--- src/rtl/sd_cmd_tx_gen.sv ---
// SD-card CMD line transmitter: serialises a start/transmission header, command index,
// argument, CRC7 and end bit on tick strobes, then holds the line idle for N_CC ticks.
module sd_cmd_tx_gen #(
    parameter int ARG_W      = 32,
    parameter int GAP_CYCLES = 8
) (
    input  logic             clk,
    input  logic             reset,
    input  logic             tick,
    input  logic             start,
    input  logic             abort,
    input  logic [5:0]       cmd_index,
    input  logic [ARG_W-1:0] cmd_arg,
    output logic             sd_cmd,
    output logic             busy,
    output logic             done
);
    localparam int SH_W    = ARG_W + 8;
    localparam int CNT_MAX = (SH_W > GAP_CYCLES) ? SH_W : GAP_CYCLES;
    localparam int CNT_W   = $clog2(CNT_MAX + 1);

    localparam logic [CNT_W-1:0] CNT_ZERO = {CNT_W{1'b0}};
    localparam logic [CNT_W-1:0] CNT_ONE  = {{(CNT_W-1){1'b0}}, 1'b1};
    localparam logic [CNT_W-1:0] SH_LAST  = CNT_W'(SH_W - 1);
    localparam logic [CNT_W-1:0] CRC_LAST = CNT_W'(6);
    localparam logic [CNT_W-1:0] GAP_LAST = CNT_W'((GAP_CYCLES > 0) ? (GAP_CYCLES - 1) : 0);

    typedef enum logic [2:0] {
        ST_IDLE  = 3'd0,
        ST_SHIFT = 3'd1,
        ST_CRC   = 3'd2,
        ST_ENDB  = 3'd3,
        ST_GAP   = 3'd4
    } state_t;

    state_t            r_state;
    state_t            w_state_nxt;
    logic [SH_W-1:0]   r_shift;
    logic [SH_W-1:0]   w_shift_nxt;
    logic [6:0]        r_crc;
    logic [6:0]        w_crc_nxt;
    logic [CNT_W-1:0]  r_cnt;
    logic [CNT_W-1:0]  w_cnt_nxt;
    logic              r_sd_cmd;
    logic              w_sd_cmd_nxt;
    logic              r_busy;
    logic              w_busy_nxt;
    logic              r_done;
    logic              w_done_nxt;

    // CRC7 (x^7 + x^3 + 1) serial update for one message bit.
    function automatic logic [6:0] crc7_step(input logic [6:0] crc, input logic din);
        logic fb;
        fb = crc[6] ^ din;
        return {crc[5:0], 1'b0} ^ {3'b000, fb, 2'b00, fb};
    endfunction

    // State and datapath registers; outputs come straight from flops.
    always_ff @(posedge clk or negedge reset) begin
        if (!reset) begin
            r_state  <= ST_IDLE;
            r_shift  <= {SH_W{1'b0}};
            r_crc    <= 7'h00;
            r_cnt    <= CNT_ZERO;
            r_sd_cmd <= 1'b1;
            r_busy   <= 1'b0;
            r_done   <= 1'b0;
        end else begin
            r_state  <= w_state_nxt;
            r_shift  <= w_shift_nxt;
            r_crc    <= w_crc_nxt;
            r_cnt    <= w_cnt_nxt;
            r_sd_cmd <= w_sd_cmd_nxt;
            r_busy   <= w_busy_nxt;
            r_done   <= w_done_nxt;
        end
    end

    // Next-state and next-output logic; everything holds unless a tick advances it.
    always_comb begin
        w_state_nxt  = r_state;
        w_shift_nxt  = r_shift;
        w_crc_nxt    = r_crc;
        w_cnt_nxt    = r_cnt;
        w_sd_cmd_nxt = r_sd_cmd;
        w_busy_nxt   = r_busy;
        w_done_nxt   = 1'b0;

        if (r_state != ST_IDLE && abort) begin
            // Abort discards the frame without a done pulse, regardless of tick.
            w_state_nxt  = ST_IDLE;
            w_crc_nxt    = 7'h00;
            w_cnt_nxt    = CNT_ZERO;
            w_sd_cmd_nxt = 1'b1;
            w_busy_nxt   = 1'b0;
        end else begin
            case (r_state)
                ST_IDLE: begin
                    if (start && !abort) begin
                        w_shift_nxt = {1'b0, 1'b1, cmd_index, cmd_arg};
                        w_crc_nxt   = 7'h00;
                        w_cnt_nxt   = CNT_ZERO;
                        w_busy_nxt  = 1'b1;
                        w_state_nxt = ST_SHIFT;
                    end else begin
                        w_state_nxt = ST_IDLE;
                    end
                end
                ST_SHIFT: begin
                    if (tick) begin
                        w_sd_cmd_nxt = r_shift[SH_W-1];
                        w_crc_nxt    = crc7_step(r_crc, r_shift[SH_W-1]);
                        w_shift_nxt  = {r_shift[SH_W-2:0], 1'b0};
                        if (r_cnt == SH_LAST) begin
                            w_cnt_nxt   = CNT_ZERO;
                            w_state_nxt = ST_CRC;
                        end else begin
                            w_cnt_nxt = r_cnt + CNT_ONE;
                        end
                    end else begin
                        w_state_nxt = ST_SHIFT;
                    end
                end
                ST_CRC: begin
                    if (tick) begin
                        w_sd_cmd_nxt = r_crc[6];
                        w_crc_nxt    = {r_crc[5:0], 1'b0};
                        if (r_cnt == CRC_LAST) begin
                            w_cnt_nxt   = CNT_ZERO;
                            w_state_nxt = ST_ENDB;
                        end else begin
                            w_cnt_nxt = r_cnt + CNT_ONE;
                        end
                    end else begin
                        w_state_nxt = ST_CRC;
                    end
                end
                ST_ENDB: begin
                    if (tick) begin
                        w_sd_cmd_nxt = 1'b1;
                        w_cnt_nxt    = CNT_ZERO;
                        if (GAP_CYCLES == 0) begin
                            w_done_nxt  = 1'b1;
                            w_busy_nxt  = 1'b0;
                            w_state_nxt = ST_IDLE;
                        end else begin
                            w_state_nxt = ST_GAP;
                        end
                    end else begin
                        w_state_nxt = ST_ENDB;
                    end
                end
                ST_GAP: begin
                    if (tick) begin
                        w_sd_cmd_nxt = 1'b1;
                        if (r_cnt == GAP_LAST) begin
                            w_cnt_nxt   = CNT_ZERO;
                            w_done_nxt  = 1'b1;
                            w_busy_nxt  = 1'b0;
                            w_state_nxt = ST_IDLE;
                        end else begin
                            w_cnt_nxt = r_cnt + CNT_ONE;
                        end
                    end else begin
                        w_state_nxt = ST_GAP;
                    end
                end
                default: begin
                    w_state_nxt  = ST_IDLE;
                    w_cnt_nxt    = CNT_ZERO;
                    w_crc_nxt    = 7'h00;
                    w_sd_cmd_nxt = 1'b1;
                    w_busy_nxt   = 1'b0;
                end
            endcase
        end
    end

    assign sd_cmd = r_sd_cmd;
    assign busy   = r_busy;
    assign done   = r_done;

endmodule

--- config.mk ---
export PLATFORM = sky130hd
export DESIGN_NAME = sd_cmd_tx_gen
export DESIGN_NICKNAME = d
export VERILOG_FILES = /design/src/rtl/sd_cmd_tx_gen.sv
export SDC_FILE = /design/constraint.sdc
export NUM_CORES = 1
export LEC_CHECK = 0
export BUFFER_PORTS_ARGS = -buffer_cell sky130_fd_sc_hd__buf_2
export CELL_PAD_IN_SITES_DETAIL_PLACEMENT = 1
export CELL_PAD_IN_SITES_GLOBAL_PLACEMENT = 1
export CORE_ASPECT_RATIO = 0.9
export CORE_UTILIZATION = 38
export DETAILED_ROUTE_END_ITERATION = 10
export GPL_TIMING_DRIVEN = 0
export PLACE_DENSITY = 0.79
export SLEW_MARGIN = 20
export SYNTH_ARGS = -nofsm -noshare
export SYNTH_HDL_FRONTEND = slang
export SYNTH_SLANG_ARGS = --single-unit
--- constraint.sdc ---
create_clock -name clk -period 4 [get_ports clk]
set_clock_uncertainty 0.05 [all_clocks]
set_input_delay 1.2 -clock clk [delete_from_list [all_inputs] [get_ports clk]]
set_output_delay 1.2 -clock clk [all_outputs]
set_load 0.05 [all_outputs]
==> results.py, run 1 <==
metrics = {
    "status": {
        "outcome": "finished clean",
    },
    "setup_path": {
        "worst-path-max-fanout": 10,
        "start_kind": "input port",
        "cp_data_arrival_time_ps": 2750,
        "cpLargestDelayFamily": "multiplexers",
        "slowest_stage": "clkbuf_1",
        "crit_chain": "buf_2 > clkbuf_1 > maj3_1 > o21ai_1 > mux2i_4 > mux2_1",
        "cp.required_ps": 4170,
        "worstSetupEndpointType": "flip-flop",
        "critical-path-max-stage-delay_ps": 370,
        "critPathKind": "in2reg",
        "path_buf_inv": 2,
    },
    "logic_synthesis": {
        "syn-num-nets": 349,
        "synth_area_leaders": "dfrtp_1 (49%), mux2i_1 (14%), o21ai_1 (8.1%)",
        "netlist_instances": 304,
        "yosysUniqueCellTypes": 44,
        "syn_area_sq_um": 2980,
        "synth_area_per_cell_sq_um": 9.80,
        "yosys_warnings": 0,
        "synth_ff_type": "dfrtp_1",
        "synth_top_area_frac": 0.487,
        "synth_seq_area_share": 0.496,
        "synthArstFlopShare": 1.00,
        "ys_seq_elements": 59,
        "synth_edf_count": 0,
        "synth_top_area_cell": "dfrtp_1",
    },
    "floorplan": {
        "rows": 30,
        "die_area_sq_um": 8200,
        "fp.dieW_um": 95.4,
        "ioPinCount": 46,
        "die_y_um": 86.0,
        "start_util": 0.393,
        "core_sq_um": 7580,
    },
    "placed_design": {
        "place.gp.congestion": 0.746,
        "dp_hpwl_mm": 4.96,
        "port-buffer-count": 45,
    },
    "clock_tree": {
        "cts.reportedPaths.clkPinSlew_ps": 70,
        "clk-insertion-delay-late_ps": 340,
        "cts_tree": "built",
        "cts.sinks": 59,
        "htree_num_levels": 3,
        "cts_hold_repair.buffers": 0,
        "cts_root_buf": "clkbuf_8",
        "post_cts_buffers": 0,
        "postCtsResizedCells": 0,
        "cts-buffers-inserted": 9,
        "clk_path_buf_depth": 2,
    },
    "global_route": {
        "grt_overflow": 0,
        "grt_pass1_wl_mm": 12.4,
        "grtUsageMet3": 0.0647,
        "grt-busiest-layer": "met2",
        "grt.met1_usage": 0.255,
        "grt_use_met2": 0.312,
        "grt_use_total": 0.199,
        "antenna_found_initial": 0,
        "grt_pass1_vias": 2575,
        "grt_max_degree": 60,
    },
    "pwr": {
        "leakage_nw": 1.60,
        "pwr-share-clk": 0.269,
        "p_switching_uw": 822,
        "seq_power_share": 0.412,
        "swShare": 0.360,
        "comb_power_share": 0.320,
        "internal_power_mw": 1.46,
        "powerDensity_nw_per_um2": 644,
        "irDropWorstVdd_uv": 256,
    },
    "timing": {
        "slew_headroom": 0.489,
        "hold_viol": 0,
        "fmax_mhz": 389,
        "final.setup.tns_ps": 0,
        "finalCritPeriodShare": 0.643,
        "rsz0062_at_grt": "no",
        "maxSlewViolCount": 0,
        "worst_pin_slew_ps": 766,
        "finalSetupViolCount": 0,
        "hold_slack_ps": 439,
        "min_period_ps": 2570,
    },
    "routing": {
        "ant_nets": 0,
        "drt_iter0_drc": 109,
        "routedWlPerCell_um": 15.6,
        "drc": 0,
        "viasPerCell": 5.26,
        "num_vias": 2423,
        "first_pass_iters": 4,
        "drt-total-wl_mm": 7.20,
    },
    "layout": {
        "nNetsFinal": 405,
        "insertedDiodeCount": 0,
        "drive_above_1_share": 0.200,
        "area_growth_pct": 19.0,
    },
    "min_path": {
        "hold_class": "reg2reg",
    },
    "flow_run": {
        "drv_cap": 0,
    },
}
==> metrics by stage <==
step | total power [mW] | setup WS, ps | utilization | instance area, sq um | instances
finish | 2.29 | 1430 | 0.468 | 3550 | 461
global route | 2.45 | 1410 | 0.468 | 3550 | 461
CTS | 2.32 | 1440 | 0.468 | 3550 | 461
detailed placement | 1.69 | 1060 | 0.439 | 3330 | 445
global placement | 1.64 | 1090 | 0.439 | 3330 | 445
floorplan | 1.48 | 1430 | - | 2980 | 304
==> path summary, 6_finish.rpt <==
check                      cells past startpoint   startpoint  slack, ps           to
setup / recovery                               6         tick       1430     r_crc[0]
hold / removal                                 2  r_shift[29]        440  r_shift[29]
setup reg to reg                               6   r_state[1]       1870   r_state[0]
hold reg to reg                                2  r_shift[29]        440  r_shift[29]
max in group asynchronous                      1        reset       2510  r_shift[16]
min in group asynchronous                      1        reset        840     r_cnt[4]
==> cell type report <==
cell class	instances	area, sq um
Fill cell	902	4040
Sequential cell	59	1480
Multi-Input combinational cell	217	1390
Timing Repair Buffer	45	228
Clock buffer	10	128
Tap cell	96	120
Clock inverter	6	90.1
Buffer	17	76.3
Inverter	11	41.3
==> power groups by stage <==
stage | combinational, mW | clock (mW) | sequential (mW)
6_report | 0.730 | 0.614 | 0.941
5_1_grt | 0.826 | 0.657 | 0.967
4_1_cts | 0.744 | 0.630 | 0.945
3_5_place_dp | 0.735 | 0 | 0.951
3_3_place_gp | 0.702 | 0 | 0.939
2_1_floorplan | 0.534 | 0 | 0.948
==> cells by family (layout without fill, tap and decap cells) <==
family	count (synthesis)	in the layout	share of synthesized area
muxes	45	45	0.156
DFF	59	59	0.496
AOI/OAI and AO/OA	76	76	0.154
xor gates and xnor gates	4	4	0.0118
adders and majority gates	3	3	0.0118
buffers and inverters	28	89	0.0395
and+or+nand+nor	89	89	0.131
==> flip-flops by register name, indices dropped and copies added, names as in the netlist <==
name,count
r_cnt,6
r_shift,40
busy,1
done,1
r_state,3
sd_cmd,1
r_crc,7
==> metal layers <==
| layer | routed length, um | vias up |
|---|---|---|
| li1 | - | 1178 |
| met1 | 3250 | 1188 |
| met2 | 3500 | 45 |
| met3 | 345 | 12 |
| met4 | 102 | 0 |
| met5 | 0 | - |
==> cells in the final DEF (no fill, tap or decap), types with 2 or more instances in the layout <==
cell type	netlist	routed
nor2_1	12	12
nand2b_1	2	2
nand2_1	58	58
a2bb2oi_1	4	4
o31ai_1	3	3
bufinv_16	0	2
mux2_1	2	2
xnor2_1	4	4
nor4b_1	2	2
nand3_1	6	6
mux2i_1	42	42
a21oi_1	4	4
o21ai_1	48	48
buf_4	2	3
ha_1	2	2
o21ai_0	3	3
dfrtp_1	58	58
o32a_1	2	2
clkbuf_8	0	9
clkinv_4	0	2
clkbuf_1	11	12
a211oi_1	2	2
inv_1	10	10
buf_2	4	48
==> worst min-delay path: stages, from the launching register on <==
cell,delay (ps)
dfrtp_1,340
nand2_1,50
o21ai_1,60
==> Yosys cell counts (all sizes together), types with 2 or more instances <==
library cell	count
clkbuf	11
nand2b	2
o21ai	51
dfrtp	58
nand3	6
ha	2
o32a	2
o31ai	3
a21oi	4
buf	6
nor2	13
inv	11
xnor2	4
a211oi	2
a2bb2oi	4
nand2	58
mux2	2
nor4b	2
mux2i	43
(Power assumes the default switching activity.)
==> run 2: changes to the inputs <==
PLACE_DENSITY = 0.81   (was 0.79)
clock period = 2.15 ns   (was 4 ns; I/O delays follow)
==> run 2 against run 1 <==
Net effect:
- utilization up 0.13 points
- global-route usage shrank 0.39 points
- via count increased by 1.3%
- final area rose by 0.28%
- clock power up 68%
- sequential power rose by 86%
- first-iteration DRC count is 39% higher
- cell count unchanged
- critical endpoint is now r_cnt[4]
==> results.py, run 2 (same netlist as run 1, synthesis figures left out) <==
metrics = {
    "status": {
        "outcome": "finished clean",
    },
    "global_route": {
        "antenna_found_initial": 0,
        "grt_overflow": 0,
        "grt_max_degree": 60,
        "grt_pass1_wl_mm": 12.1,
        "grt_pass1_vias": 2476,
        "grt_use_total": 0.195,
    },
    "clock_tree": {
        "cts.sinks": 59,
        "cts_hold_repair.buffers": 0,
        "cts-buffers-inserted": 9,
        "cts.reportedPaths.clkPinSlew_ps": 70,
        "clk-insertion-delay-late_ps": 350,
        "htree_num_levels": 3,
        "post_cts_buffers": 0,
        "cts_tree": "built",
        "cts_root_buf": "clkbuf_8",
        "clk_path_buf_depth": 2,
    },
    "setup_path": {
        "critPathKind": "reg2reg",
        "r2r_setup_slack_ps": 180,
        "r2r-start": "r_cnt[0]",
        "r2r_end": "r_cnt[4]",
        "worst-path-max-fanout": 7,
        "cp_data_arrival_time_ps": 2180,
        "cp.required_ps": 2360,
        "ff2ff_path_depth": 6,
        "start_kind": "flip-flop",
        "worstSetupEndpointType": "flip-flop",
    },
    "floorplan": {
        "rows": 30,
        "start_util": 0.393,
        "ioPinCount": 46,
        "fp.dieW_um": 95.4,
        "die_area_sq_um": 8200,
        "die_y_um": 86.0,
        "core_sq_um": 7580,
    },
    "pwr": {
        "irDropWorstVdd_uv": 406,
        "swShare": 0.370,
        "seq_power_share": 0.421,
        "internal_power_mw": 2.62,
        "leakage_nw": 1.61,
        "p_switching_mw": 1.54,
        "pwr-share-clk": 0.248,
        "powerDensity_nw_per_um2": 1170,
        "comb_power_share": 0.331,
        "p_total_mw": 4.16,
    },
    "flow_run": {
        "drv_cap": 0,
    },
    "routing": {
        "drc": 0,
        "routedWlPerCell_um": 15.4,
        "num_vias": 2454,
        "drt-total-wl_mm": 7.09,
        "ant_nets": 0,
        "wl_met1_mm": 3.31,
        "drt_iter0_drc": 151,
        "first_pass_iters": 4,
        "wl_met3_um": 304,
        "highest_layer": "met4",
        "viasPerCell": 5.32,
        "met2_wirelength_mm": 3.39,
    },
    "placed_design": {
        "dp_hpwl_mm": 4.90,
        "place.gp.congestion": 0.767,
        "placedCellCount": 445,
        "port-buffer-count": 45,
    },
    "timing": {
        "final.setup.tns_ps": 0,
        "worst_pin_slew_ps": 782,
        "finalSetupViolCount": 0,
        "min_period_ps": 1970,
        "fmax_mhz": 508,
        "slew_headroom": 0.479,
        "maxSlewViolCount": 0,
        "rsz0062_at_grt": "no",
        "hold_viol": 0,
        "finalCritPeriodShare": 0.916,
    },
    "layout": {
        "final_cell_count_no_fill": 461,
        "drive_above_1_share": 0.208,
        "layout_common_cells": "nand2_1 (58), dfrtp_1 (58), buf_2 (48), o21ai_1 (48), mux2i_1 (42)",
        "area_growth_pct": 19.3,
        "fillerInstances": 902,
        "nNetsFinal": 405,
        "insertedDiodeCount": 0,
        "max_flop_register": "r_shift",
        "largest_reg_flops": 40,
        "largest_registers": "r_shift (40), r_crc (7), r_cnt (6)",
    },
    "min_path": {
        "hold_class": "in2async",
    },
}
[run 2: timing repair]
item / 4_1_cts / 5_1_grt
setup endpoints to repair: 0 / 2
gates resized for setup: 0 / 5
endpoints found under the hold margin: 0 / 0
[run 2: how the worst max path moves through the flow]
stage	startpoint	endpoint	depth (start not counted)
floorplan	tick	r_crc[0]	5
global placement	tick	r_crc[0]	6
detailed placement	tick	r_crc[3]	6
CTS	r_state[1]	r_state[0]	6
global route	r_state[0]	r_cnt[4]	5
finish	r_cnt[0]	r_cnt[4]	6
[run 2: power groups by stage]
stage          clock network, mW  registers [mW]  logic, mW
6_report                    1.03            1.75       1.37
3_5_place_dp                   0            1.76       1.37
2_1_floorplan                  0            1.76      0.993
3_3_place_gp                   0            1.74       1.31
4_1_cts                     1.07            1.75       1.38
5_1_grt                     1.12            1.80       1.54
[run 2: layout make-up]
type,instances,area [sq um],area share
flip-flops and latches,59,1480,0.416
multi-input cells,217,1410,0.397
repair buffers,45,228,0.0640
clock buffers,9,124,0.0348
well taps,96,120,0.0338
clock inverters,7,77.6,0.0218
plain buffers,17,77.6,0.0218
inverters,11,41.3,0.0116
[run 2: through the flow]
step / worst slack [ps] / cell area [sq um] / hold WS [ps] / utilization
2_1_floorplan: 139 / 2980 / 299 / -
3_3_place_gp: -186 / 3330 / 419 / 0.439
3_5_place_dp: -210 / 3330 / 427 / 0.439
4_1_cts: 70.0 / 3530 / 340 / 0.466
5_1_grt: 60.5 / 3560 / 361 / 0.469
6_report: 180 / 3560 / 313 / 0.469
[run 2: layer usage]
metal  up-vias  track usage
met4         0       0.0551
met3        11       0.0709
met2        48        0.306
met1      1219        0.252
li1       1176            -
met5         -            0
[run 2: critical path: stages (launching register included)]
cell and delay, ps:
dfrtp_1 420, ha_1 260, nand4bb_1 210, o211ai_1 120
a31o_2 310, or2_1 270, o31ai_1 240
